**config.mk**
```make
export PLATFORM = sky130hd
export DESIGN_NAME = imm_extend_pipe
export DESIGN_NICKNAME = d
export VERILOG_FILES = /design/src/rtl/imm_ext_pkg.sv /design/src/rtl/imm_fifo.sv /design/src/rtl/imm_extend_pipe.sv
export SDC_FILE = /design/constraint.sdc
export NUM_CORES = 1
export LEC_CHECK = 0
export CAP_MARGIN = 20
export CORE_MARGIN = 2
export CORE_UTILIZATION = 58
export DETAILED_ROUTE_END_ITERATION = 10
export GPL_TIMING_DRIVEN = 1
export PLACE_DENSITY_LB_ADDON = 0.05
export SETUP_SLACK_MARGIN = 0.2
export SLEW_MARGIN = 20
export SYNTH_ARGS = -nofsm -noshare
export SYNTH_HDL_FRONTEND = slang
export SYNTH_SLANG_ARGS = --single-unit
export TNS_END_PERCENT = 50
```
**constraint.sdc**
```tcl
create_clock -name clk -period 4.5 [get_ports clk]
set_input_delay 0.675 -clock clk [delete_from_list [all_inputs] [get_ports clk]]
set_output_delay 0.675 -clock clk [all_outputs]
set_load 0.005 [all_outputs]
```
**src/rtl/imm_ext_pkg.sv**
```systemverilog
// Shared format codes and opcode constants for the LEGv8 immediate extractor.
package imm_ext_pkg;

  localparam int unsigned FMT_W = 3;

  typedef enum logic [FMT_W-1:0] {
    FMT_NONE = 3'd0,
    FMT_D    = 3'd1,
    FMT_CB   = 3'd2,
    FMT_B    = 3'd3,
    FMT_I    = 3'd4,
    FMT_IM   = 3'd5
  } fmt_e;

  localparam logic [10:0] OP_STUR  = 11'b11111000000;
  localparam logic [10:0] OP_LDUR  = 11'b11111000010;
  localparam logic [7:0]  OP_CBZ   = 8'b10110100;
  localparam logic [7:0]  OP_CBNZ  = 8'b10110101;
  localparam logic [7:0]  OP_BCOND = 8'b01010100;
  localparam logic [5:0]  OP_B     = 6'b000101;
  localparam logic [5:0]  OP_BL    = 6'b100101;
  localparam logic [9:0]  OP_ADDI  = 10'b1001000100;
  localparam logic [9:0]  OP_SUBI  = 10'b1101000100;
  localparam logic [8:0]  OP_MOVZ  = 9'b110100101;

endpackage

```
**src/rtl/imm_fifo.sv**
```systemverilog
// Synchronous FIFO with synchronous flush and registered full/empty flags.
module imm_fifo #(
  parameter int unsigned WIDTH = 67,
  parameter int unsigned DEPTH = 2
) (
  input  logic             clk,
  input  logic             rst_n,
  input  logic             flush,
  input  logic             wr_en,
  input  logic [WIDTH-1:0] wr_data,
  output logic             full,
  input  logic             rd_en,
  output logic [WIDTH-1:0] rd_data,
  output logic             empty
);

  localparam int unsigned PW = (DEPTH > 1) ? $clog2(DEPTH) : 1;
  localparam int unsigned CW = PW + 1;

  logic [WIDTH-1:0] mem [DEPTH];
  logic [PW-1:0]    wr_ptr;
  logic [PW-1:0]    rd_ptr;
  logic [CW-1:0]    count;
  logic [CW-1:0]    count_next;
  logic             push;
  logic             pop;

  assign push    = wr_en && !full;
  assign pop     = rd_en && !empty;
  assign rd_data = mem[rd_ptr];

  always_comb begin
    count_next = count;
    if (flush) begin
      count_next = '0;
    end else begin
      count_next = count + CW'(push) - CW'(pop);
    end
  end

  // full reads high during reset so nothing is accepted before the first clock.
  always_ff @(posedge clk or negedge rst_n) begin
    if (!rst_n) begin
      wr_ptr <= '0;
      rd_ptr <= '0;
      count  <= '0;
      full   <= 1'b1;
      empty  <= 1'b1;
      for (int unsigned i = 0; i < DEPTH; i++) begin
        mem[i] <= '0;
      end
    end else begin
      count <= count_next;
      full  <= (count_next == CW'(DEPTH));
      empty <= (count_next == '0);
      if (flush) begin
        wr_ptr <= '0;
        rd_ptr <= '0;
      end else begin
        if (push) begin
          mem[wr_ptr] <= wr_data;
          wr_ptr      <= wr_ptr + PW'(1);
        end
        if (pop) begin
          rd_ptr <= rd_ptr + PW'(1);
        end
      end
    end
  end

endmodule

```
**src/rtl/imm_extend_pipe.sv**
```systemverilog
// LEGv8 immediate decode/extend feeding a result queue, with an unknown-encoding counter.
module imm_extend_pipe
  import imm_ext_pkg::*;
#(
  parameter int unsigned DATA_W       = 64,
  parameter int unsigned DEPTH        = 2,
  parameter int unsigned SHIFT_BRANCH = 1,
  parameter int unsigned CNT_W        = 8
) (
  input  logic              clk,
  input  logic              rst_n,
  input  logic              flush,
  input  logic              in_valid,
  output logic              in_ready,
  input  logic [31:0]       instr,
  output logic              out_valid,
  input  logic              out_ready,
  output logic [DATA_W-1:0] imm,
  output logic [FMT_W-1:0]  fmt,
  output logic [CNT_W-1:0]  unk_cnt
);

  logic [63:0]        ext64_c;
  logic [DATA_W-1:0]  imm_c;
  fmt_e               fmt_c;
  logic               fifo_full;
  logic               fifo_empty;
  logic               push;
  logic [DATA_W+2:0]  head;

  // Priority decode; everything is built at 64 bits and then truncated to DATA_W.
  always_comb begin
    ext64_c = '0;
    fmt_c   = FMT_NONE;
    if (instr[31:21] == OP_STUR || instr[31:21] == OP_LDUR) begin
      fmt_c   = FMT_D;
      ext64_c = {{55{instr[20]}}, instr[20:12]};
    end else if (instr[31:24] == OP_CBZ || instr[31:24] == OP_CBNZ ||
                 instr[31:24] == OP_BCOND) begin
      fmt_c   = FMT_CB;
      ext64_c = {{45{instr[23]}}, instr[23:5]};
      if (SHIFT_BRANCH != 0) ext64_c = ext64_c << 2;
    end else if (instr[31:26] == OP_B || instr[31:26] == OP_BL) begin
      fmt_c   = FMT_B;
      ext64_c = {{38{instr[25]}}, instr[25:0]};
      if (SHIFT_BRANCH != 0) ext64_c = ext64_c << 2;
    end else if (instr[31:22] == OP_ADDI || instr[31:22] == OP_SUBI) begin
      fmt_c   = FMT_I;
      ext64_c = {52'b0, instr[21:10]};
    end else if (instr[31:23] == OP_MOVZ) begin
      // Upper half-word positions do not exist in a 32-bit result.
      if (!(DATA_W == 32 && instr[22])) begin
        fmt_c   = FMT_IM;
        ext64_c = {48'b0, instr[20:5]} << {instr[22:21], 4'b0000};
      end
    end
  end

  assign imm_c = ext64_c[DATA_W-1:0];
  assign push  = in_valid && in_ready;

  imm_fifo #(
    .WIDTH (DATA_W + 3),
    .DEPTH (DEPTH)
  ) u_fifo (
    .clk     (clk),
    .rst_n   (rst_n),
    .flush   (flush),
    .wr_en   (in_valid),
    .wr_data ({fmt_c, imm_c}),
    .full    (fifo_full),
    .rd_en   (out_ready),
    .rd_data (head),
    .empty   (fifo_empty)
  );

  assign in_ready  = !fifo_full;
  assign out_valid = !fifo_empty;
  assign fmt       = head[DATA_W+2:DATA_W];
  assign imm       = head[DATA_W-1:0];

  // Saturating count of accepted unrecognised words; flush does not clear it.
  always_ff @(posedge clk or negedge rst_n) begin
    if (!rst_n) begin
      unk_cnt <= '0;
    end else if (push && fmt_c == FMT_NONE && unk_cnt != '1) begin
      unk_cnt <= unk_cnt + CNT_W'(1);
    end
  end

endmodule
```
==> reports/summary.md, run 1 <==
* proportion of register bits with asynchronous set or reset after synthesis: 100%
* antenna diode instance count: 0
* Final Hold Violating Endpoints: 0
* dominant cell type by area after synthesis: sky130_fd_sc_hd__dfrtp_1
* clock-pin slew on the worst setup and hold paths: 50 ps
* cts-stage hold buffer count: 0
* setup violators final: 0
* cells taking the most area after synthesis: sky130_fd_sc_hd__dfrtp_1 50%, sky130_fd_sc_hd__mux2_2 10%, sky130_fd_sc_hd__a21oi_1 7.4%, sky130_fd_sc_hd__nor2_1 6.2%, sky130_fd_sc_hd__clkbuf_1 2.1%
* number of gates resized after cts: 0
* Main synth FF type: sky130_fd_sc_hd__dfrtp_1
* Final GP Congestion: 0.861
* critical path class: reg2out
* fraction of post-synthesis cell area in the top cell type by area: 49.7%
* antenna violations before repair: 0
* Yosys Warn Count: 0
* post-detailed-placement half-perimeter wirelength: 12.7 mm
* Stages on worst setup path: 3
* maximum fanout along the worst path: 48
* Critical path destination: imm[32]
* Num Clock Sinks: 148
* vias after detailed routing: 6,051
* Reg2Reg Depth: 5
* worst hold slack: 373 ps
* wire length of the first global-routing pass: 30.9 mm
* setup repair after global routing missed its margin: false
* Setup TNS: 0 ps
* buffers inserted during post-CTS setup optimization: 0
* Final Critical Period: 3090 ps
* maximum resistive drop on vdd: 458 uV
* Hold/Removal Path Class: in2async
* Slew headroom: 36.4%
* final clock period utilization by the worst path: 68.6%
* Worst Setup Start Kind: register
* I/O pin cnt: 114
* source of the critical timing path: u_fifo.rd_ptr
* worst reg2reg startpoint: u_fifo.full
* total overflow reported by the global router: 0
* count of nets left with antenna violations after detail routing: 0
* area enclosed by the die boundary: 13,600 um^2
* proportion of layout cells with a drive suffix above 1: 16.0%
* Global Route Usage Sum: 30.1%
* leakage power total: 3.64 nW
* run status: finished, final reports clean
* number of remaining DRC errors: 0
* highest achievable clock rate: 324 MHz
* ordered list of cells on the worst path: buf_12, mux2_2, clkdlybuf4s50_1
* per-instance average area after synthesis: 9.99 um^2
* Final WS setup: 1410 ps
* Synth Cell Area: 7350 um^2
* count of buffers from port buffering: 113
* slew of the pin with the lowest slew margin: 951 ps
* most used standard cells in the synthesized netlist: 146 x sky130_fd_sc_hd__dfrtp_1, 122 x sky130_fd_sc_hd__nor2_1, 109 x sky130_fd_sc_hd__a21oi_1, 68 x sky130_fd_sc_hd__mux2_2, 41 x sky130_fd_sc_hd__clkbuf_1
* register bit count reported by yosys: 148
* Distinct cells, synth: 56
* maximum root-to-sink buffer count: 2
* TritonCTS clock tree: yes
* cts bufs inserted: 17
* worst slack, placed: 1110 ps
* number of H-tree levels: 4
* iteration count of the initial detailed-routing pass: 5
* worst reg2reg setup slack: 2190 ps
* CP required: 3830 ps
* syn_nets: 775
* CP Buf/Inv Count: 2
* Overall Power: 0.00585 W
* most instantiated library cell after synthesis: sky130_fd_sc_hd__dfrtp_1
* # Max-Cap Violations: 0
* vertical die dimension: 117 um
* Floorplan Core Area: 12,500 um^2
* largest net degree at the start of global routing: 117
* root buffer cell: sky130_fd_sc_hd__clkbuf_16
* width of the chip: 117 um
* Slowest-stage cell, CP: sky130_fd_sc_hd__dfrtp_2
* Layout Skew: 4.70 ps
* Clk Latency, worst-skew pair: 420 ps
* delay contributed by the slowest stage of the critical path: 740 ps
* via count of the first global-routing pass: 5,941
* area growth from synthesis to layout: 23.9%
* standard-cell row count: 41
* routed vias/inst: 6.08
* initial standard-cell utilization of the core: 58.7%
* Total Nets Final: 853
* Post-Syn Instances: 735
* mean routed wirelength per cell: 19.8 um
* Critical R2R Capture: u_fifo.mem[19]
* Post-synth EDFFs: 0
* Final Max Tran Viols: 0
* Critical Path AT: 2410 ps
* power density over the cells: 643 nW/um^2
* final routed wirelength across all metal layers: 19.7 mm
* sort of element at the end of the critical path: output pin
* sequential element share of the synthesized area: 50.5%
* initial DRC count: 580
* CP delay by family, top: buffers and inverters
## cell families (layout without fill, tap and decap cells)
| kind of cell | after synthesis | count (layout) | synth area share (%) |
|---|---|---|---|
| multiplexers | 68 | 68 | 10.4 |
| buffers and inverters | 69 | 157 | 4.04 |
| XOR/XNOR | 11 | 11 | 1.31 |
| flip-flops | 148 | 148 | 50.5 |
| adder cells (fa/ha/maj) | 3 | 3 | 0.511 |
| AND/OR/NAND/NOR | 207 | 207 | 13.1 |
| AO/OA/AOI/OAI | 229 | 229 | 20.1 |
## worst min-delay path by stage
| stage | from | to | slack (ps) | cells after the start |
|---|---|---|---|---|
| floorplan | rst_n | u_fifo.count[0] | 380 | 0 |
| global placement | u_fifo.mem[0] | u_fifo.mem[0] | 460 | 2 |
| detailed placement | u_fifo.mem[91] | u_fifo.mem[91] | 470 | 2 |
| CTS | rst_n | u_fifo.mem[22] | 460 | 1 |
| global route | rst_n | u_fifo.mem[22] | 450 | 1 |
| finish | rst_n | u_fifo.mem[22] | 370 | 1 |
## where the power goes
part	leakage [nW]	total, W	switching (W)	internal, W
sequential	1.81	0.00226	0.000339	0.00192
combinational	1.56	0.00223	0.000923	0.00131
clock	0.275	0.00137	0.000503	0.000864
total	3.64	0.00585	0.00177	0.00409
## worst reg2reg max path: cells and delay by family (launching register included)
kind | cells | cell delay (ps)
and+or+nand+nor | 3 | 760
DFF | 1 | 370
AOI/OAI and AO/OA | 2 | 1030
## layout make-up
class | instances | area (um^2)
multi-input combinational | 518 | 3350
fill | 954 | 3420
sequential | 148 | 3710
clock inverter | 4 | 72.6
tap | 172 | 215
inverter | 8 | 30.0
clock buffer | 25 | 495
timing repair buffer | 120 | 1220
## cell usage in the layout (no fill, tap or decap), drive strengths merged, types with 3 or more instances in the layout
master and count:
xnor2 10, nand2 38, mux2 68, nor2b 3, clkdlybuf4s50 112, ha 3
nand3b 3, a2bb2oi 5, o21ai 28, a221oi 11, nor4 3, nand4 4
a21oi 120, o211ai 11, nor2 122, nand2b 4, and3 3, inv 8
dfrtp 146, a22oi 5, buf 7, a221o 11, clkbuf 26, o22a 4
nor3 8, a31oi 24, nand3 7
## state kept, by name, indices dropped and copies added, names as in the netlist
signal	cells
unk_cnt	8
u_fifo.full	1
u_fifo.rd_ptr	1
u_fifo.mem	134
u_fifo.count	2
u_fifo.empty	1
u_fifo.wr_ptr	1
## routing by layer
metal	vias to the layer above	part of all wire, %	track usage [%]
li1	2791	-	-
met5	-	0	0
met3	46	7.1	6.18
met2	253	48	47.6
met1	2961	42	41.1
met4	0	2.5	12.0
## through the flow
stage / util [%] / instances / area (um^2)
global placement: 68.1 / 966 / 8530
detailed placement: 68.1 / 966 / 8530
floorplan: - / 735 / 7350
CTS: 72.7 / 995 / 9100
finish: 72.7 / 995 / 9100
global route: 72.7 / 995 / 9100
Note: power is estimated with default switching activity, not from simulation.
==> run 2, diff against run 1 <==
--- a/config.mk
+++ b/config.mk
@@ -7,7 +7,7 @@
 export LEC_CHECK = 0
 export CAP_MARGIN = 20
 export CORE_MARGIN = 2
-export CORE_UTILIZATION = 58
+export CORE_UTILIZATION = 49
 export DETAILED_ROUTE_END_ITERATION = 10
 export GPL_TIMING_DRIVEN = 1
 export PLACE_DENSITY_LB_ADDON = 0.05
==> constraint.sdc (replaced) <==
create_clock -name clk -period 2.8 [get_ports clk]
set_input_delay 0.42 -clock clk [delete_from_list [all_inputs] [get_ports clk]]
set_output_delay 0.42 -clock clk [all_outputs]
set_load 0.005 [all_outputs]
==> run 2 against run 1 <==
Wire length up 6.2%; count of clock-buffer cells in the layout fell by 4; clock power rose by 74%; highest routed layer unchanged.
==> reports/summary.md, run 2 (same netlist as run 1, synthesis figures left out) <==
* TritonCTS clock tree: yes
* Slew headroom: 60.6%
* antenna violations before repair: 0
* vertical die dimension: 126 um
* Reg2Reg Depth: 6
* mean routed wirelength per cell: 20.1 um
* run status: finished, final reports clean
* maximum fanout along the worst path: 31
* Clk Latency, worst-skew pair: 420 ps
* via count of the first global-routing pass: 6,216
* antenna diode instance count: 0
* count of nets left with antenna violations after detail routing: 0
* Num Clock Sinks: 148
* leakage power total: 3.84 nW
* iteration count of the initial detailed-routing pass: 6
* Final Max Tran Viols: 0
* routed vias/inst: 5.95
* number of H-tree levels: 4
* area growth from synthesis to layout: 29.1%
* # Max-Cap Violations: 0
* source of the critical timing path: u_fifo.rd_ptr
* CP required: 2380 ps
* worst reg2reg setup slack: 950 ps
* root buffer cell: sky130_fd_sc_hd__clkbuf_16
* most used cells in the layout excluding fill and tap cells: 145 x sky130_fd_sc_hd__dfrtp_1, 122 x sky130_fd_sc_hd__nor2_1, 112 x sky130_fd_sc_hd__clkdlybuf4s50_1, 109 x sky130_fd_sc_hd__a21oi_1, 68 x sky130_fd_sc_hd__mux2_2
* slew of the pin with the lowest slew margin: 591 ps
* I/O pin cnt: 114
* number of remaining DRC errors: 0
* Worst Setup Start Kind: register
* final clock period utilization by the worst path: 91.8%
* width of the chip: 126 um
* Final GP Congestion: 0.878
* largest net degree at the start of global routing: 102
* Final Hold Violating Endpoints: 0
* initial DRC count: 547
* sort of element at the end of the critical path: output pin
* power density over the cells: 1020 nW/um^2
* fill cell total of the finished layout: 1,160
* Final Critical Period: 2570 ps
* Overall Power: 0.00967 W
* most common cell after layout, fill and taps aside: sky130_fd_sc_hd__dfrtp_1
* Biggest register: u_fifo.mem
* proportion of layout cells with a drive suffix above 1: 19.7%
* Layout Skew: 7.91 ps
* Critical R2R Capture: unk_cnt[1]
* Largest register FFs: 134
* Global Route Usage Sum: 26.1%
* maximum root-to-sink buffer count: 2
* vias after detailed routing: 6,196
* worst reg2reg startpoint: unk_cnt[0]
* setup repair after global routing missed its margin: true
* Critical Path AT: 2150 ps
* critical path class: reg2out
* clock-pin slew on the worst setup and hold paths: 60 ps
* Hold/Removal Path Class: reg2reg
* Critical path destination: imm[12]
* maximum resistive drop on vdd: 536 uV
* final routed wirelength across all metal layers: 21.0 mm
* count of buffers from port buffering: 113
* Setup TNS: 0 ps
* area enclosed by the die boundary: 16,000 um^2
* wire length of the first global-routing pass: 32.9 mm
* highest achievable clock rate: 389 MHz
* total overflow reported by the global router: 0
* post-detailed-placement half-perimeter wirelength: 13.7 mm
* standard-cell row count: 44
* setup violators final: 0
* cts bufs inserted: 17
* initial standard-cell utilization of the core: 50.4%
* largest registers ranked by flip-flop count: u_fifo.mem (134), unk_cnt (8), u_fifo.count (2)
* Total Nets Final: 884
* Floorplan Core Area: 14,600 um^2
run 2: cell count changes in the layout (fill, tap and decap cells not counted), sizes merged:
cell / change
clkbuf: -4
clkinv: +2
clkinvlp: +4
buf: +30
bufinv: +1
dlygate4sd3: +1
run 2: final cells by class:
cell class	instances	area (um^2)	area share (%)
Inverter	8	30.0	0.317
Clock buffer	21	480	5.07
Sequential cell	148	3710	39.1
Multi-Input combinational cell	518	3350	35.4
Clock inverter	11	150	1.58
Tap cell	184	230	2.43
Timing Repair Buffer	151	1530	16.2
run 2: power breakdown:
part	internal, W	leakage, nW	switching, W
Combinational	0.00215	1.73	0.00152
Clock	0.00150	0.294	0.000885
Sequential	0.00308	1.81	0.000535
run 2: critical path: stages (launching register included):
cell                              delay, ps
sky130_fd_sc_hd__dfrtp_2                560
sky130_fd_sc_hd__clkbuf_16              330
sky130_fd_sc_hd__mux2_2                 370
sky130_fd_sc_hd__clkdlybuf4s50_1        450
run 2: timing repair:
action / in CTS / in global routing
hold buffers: 1 / 0
setup buffers: 0 / 0
endpoints found under the hold margin: 59 / 0
cloned: 0 / 1
endpoints found under the setup margin: 5 / 59
gates resized for setup: 1 / 0
run 2: metrics by stage:
stage | util [%] | hold WS [ps] | instance area (um^2) | cells | setup slack (ps)
floorplan | - | 124 | 7350 | 735 | 685
global placement | 60.4 | 423 | 8810 | 1007 | 109
detailed placement | 60.4 | 428 | 8810 | 1007 | 55.9
CTS | 64.8 | 479 | 9460 | 1040 | 192
global route | 65.0 | 498 | 9490 | 1041 | 183
finish | 65.0 | 473 | 9490 | 1041 | 230
run 2: routing by layer:
layer	vias to the layer above	global-route usage, %	routed length [um]
li1	2851	-	-
met3	29	4.77	1270
met1	3087	37.2	9310
met2	229	41.0	10000
met4	0	8.21	355
met5	-	0	0
run 2: how the worst min path moves through the flow:
stage,from,end,depth (start not counted)
2_1_floorplan,rst_n,u_fifo.count[0],0
3_3_place_gp,rst_n,u_fifo.mem[65],1
3_5_place_dp,rst_n,u_fifo.mem[28],1
4_1_cts,u_fifo.mem[21],u_fifo.mem[21],2
5_1_grt,u_fifo.mem[132],u_fifo.mem[132],2
6_report,u_fifo.mem[21],u_fifo.mem[21],2
==> run 3, diff against run 2 <==
--- a/config.mk
+++ b/config.mk
@@ -7,7 +7,7 @@
 export LEC_CHECK = 0
 export CAP_MARGIN = 20
 export CORE_MARGIN = 2
-export CORE_UTILIZATION = 49
+export CORE_UTILIZATION = 54
 export DETAILED_ROUTE_END_ITERATION = 10
 export GPL_TIMING_DRIVEN = 1
 export PLACE_DENSITY_LB_ADDON = 0.05
==> constraint.sdc (replaced) <==
create_clock -name clk -period 2.44 [get_ports clk]
set_input_delay 0.366 -clock clk [delete_from_list [all_inputs] [get_ports clk]]
set_output_delay 0.366 -clock clk [all_outputs]
set_load 0.005 [all_outputs]
==> run 3 against run 2 <==
First-iteration DRC count rose by 32%; core utilization up 9.1 points; non-clock buffer count grew 23; largest power group unchanged; highest routed layer unchanged.
==> reports/summary.md, run 3 (same netlist as run 1, synthesis figures left out) <==
* Slew headroom: 57.2%
* Num Clock Sinks: 148
* count of nets left with antenna violations after detail routing: 0
* CP delay by family, top: buffers and inverters
* Critical Path AT: 1960 ps
* run status: finished, final reports clean
* Total Nets Final: 907
* wire length of the first global-routing pass: 33.5 mm
* Final Hold Violating Endpoints: 0
* initial standard-cell utilization of the core: 55.5%
* hold endpoint: u_fifo.mem[133]
* vertical die dimension: 121 um
* setup repair after global routing missed its margin: true
* proportion of power drawn by combinational gates: 38.2%
* Clk Latency, worst-skew pair: 430 ps
* delay contributed by the slowest stage of the critical path: 450 ps
* maximum root-to-sink buffer count: 2
* root buffer cell: sky130_fd_sc_hd__clkbuf_16
* worst hold slack: 480 ps
* switching power share of the total: 30.4%
* most common cell after layout, fill and taps aside: sky130_fd_sc_hd__dfrtp_1
* largest registers ranked by flip-flop count: u_fifo.mem (134), unk_cnt (8), u_fifo.count (2)
* CP dominant cell by count: sky130_fd_sc_hd__buf_12
* Hold/Removal Path Class: reg2reg
* routed vias/inst: 6.09
* count of buffers from port buffering: 113
* NetSw: 0.00349 W
* largest net degree at the start of global routing: 87
* Floorplan Core Area: 13,200 um^2
* TritonCTS clock tree: yes
* final routed wirelength across all metal layers: 21.6 mm
* worst reg2reg startpoint: unk_cnt[0]
* CP Buf/Inv Count: 3
* most used cells in the layout excluding fill and tap cells: 145 x sky130_fd_sc_hd__dfrtp_1, 122 x sky130_fd_sc_hd__nor2_1, 109 x sky130_fd_sc_hd__a21oi_1, 98 x sky130_fd_sc_hd__clkdlybuf4s50_1, 68 x sky130_fd_sc_hd__mux2_2
* width of the chip: 121 um
* Min-Delay Startpoint: u_fifo.mem[133]
* Final GP Congestion: 0.852
* antenna violations before repair: 0
* I/O pin cnt: 114
* Global Route Usage Sum: 29.9%
* final clock period utilization by the worst path: 95.4%
* number of H-tree levels: 4
* Final Max Tran Viols: 0
* clock-pin slew on the worst setup and hold paths: 60 ps
* maximum resistive drop on vdd: 884 uV
* worst reg2reg setup slack: 790 ps
* initial DRC count: 724
* Worst Setup Start Kind: register
* post-detailed-placement half-perimeter wirelength: 13.8 mm
* area growth from synthesis to layout: 33.7%
* cts bufs inserted: 17
* Critical R2R Capture: unk_cnt[6]
* slew of the pin with the lowest slew margin: 642 ps
* maximum fanout along the worst path: 16
* clock share of power: 25.5%
* CP required: 2070 ps
* area enclosed by the die boundary: 14,600 um^2
* proportion of layout cells with a drive suffix above 1: 21.8%
* sort of element at the end of the critical path: output pin
* Slowest-stage cell, CP: sky130_fd_sc_hd__clkdlybuf4s50_1
* leakage power total: 4.16 nW
* sequential fraction of design power: 36.2%
* standard-cell row count: 42
* iteration count of the initial detailed-routing pass: 5
* Biggest register: u_fifo.mem
* setup violators final: 0
* Setup TNS: 0 ps
* Largest register FFs: 134
* power density over the cells: 1170 nW/um^2
* Layout Skew: 5.61 ps
* P_int: 0.00799 W
* Final Critical Period: 2330 ps
* antenna diode instance count: 0
* # Max-Cap Violations: 0
* mean routed wirelength per cell: 20.5 um
* ordered list of cells on the worst path: buf_12, buf_12, mux2_2, clkdlybuf4s50_1
* total overflow reported by the global router: 0
* highest achievable clock rate: 430 MHz
* critical path class: reg2out
* fill cell total of the finished layout: 944
* WHS Path Cells: 2
* vias after detailed routing: 6,431
* number of remaining DRC errors: 0
* via count of the first global-routing pass: 6,241
* Reg2Reg Depth: 7
==> run 3: how the worst max path moves through the flow <==
stage                  start        endpoint  slack, ps  depth (start not counted)
4_1_cts        u_fifo.rd_ptr         imm[33]        120                          3
2_1_floorplan      instr[24]      unk_cnt[1]        380                          5
3_5_place_dp       instr[29]  u_fifo.mem[36]       -170                          7
3_3_place_gp       instr[29]  u_fifo.mem[99]       -110                          7
5_1_grt        u_fifo.rd_ptr         imm[35]         70                          4
6_report       u_fifo.rd_ptr         imm[36]        110                          4
==> run 3: layout make-up <==
cell class | instances | area, um^2 | area share [%]
Timing Repair Buffer | 174 | 1840 | 18.8
Clock inverter | 12 | 199 | 2.03
Clock buffer | 20 | 467 | 4.75
Tap cell | 176 | 220 | 2.24
Inverter | 8 | 30.0 | 0.306
Multi-Input combinational cell | 518 | 3350 | 34.2
Sequential cell | 148 | 3710 | 37.8
==> run 3: power groups by stage <==
stage	combinational (W)	clock [W]	sequential (W)
floorplan	0.00223	0	0.00398
global placement	0.00410	0	0.00406
detailed placement	0.00421	0	0.00416
CTS	0.00428	0.00296	0.00414
global route	0.00477	0.00307	0.00427
finish	0.00439	0.00293	0.00416
==> run 3: worst min-delay path: stages, from the launching register on <==
cell                      delay (ps)
sky130_fd_sc_hd__dfrtp_1         340
sky130_fd_sc_hd__nand2_1          50
sky130_fd_sc_hd__o21ai_0          60
==> run 3: per-layer routing <==
layer / vias up / wire length, um / GRT usage, %
li1: 2898 / - / -
met1: 3163 / 9260 / 42.0
met2: 320 / 10000 / 46.6
met3: 50 / 1690 / 5.80
met4: 0 / 620 / 10.5
met5: - / 0 / 0
==> run 3: timing repair <==
action | 4_1_cts | 5_1_grt
hold endpoints to repair | 65 | 0
pin swaps | 0 | 0
gates resized for setup | 3 | 16
setup buffers | 0 | 3
endpoints found under the setup margin | 65 | 83
hold buffers | 1 | 0
gates cloned | 0 | 4
==> run 3: stage by stage <==
step	std cells	power (W)	worst slack [ps]	area (um^2)	utilization [%]
floorplan	735	0.00620	379	7350	-
global placement	1016	0.00816	-108	8970	67.7
detailed placement	1016	0.00836	-166	8970	67.7
CTS	1049	0.0114	122	9660	72.9
global route	1056	0.0121	67.7	9820	74.1
finish	1056	0.0115	112	9820	74.1
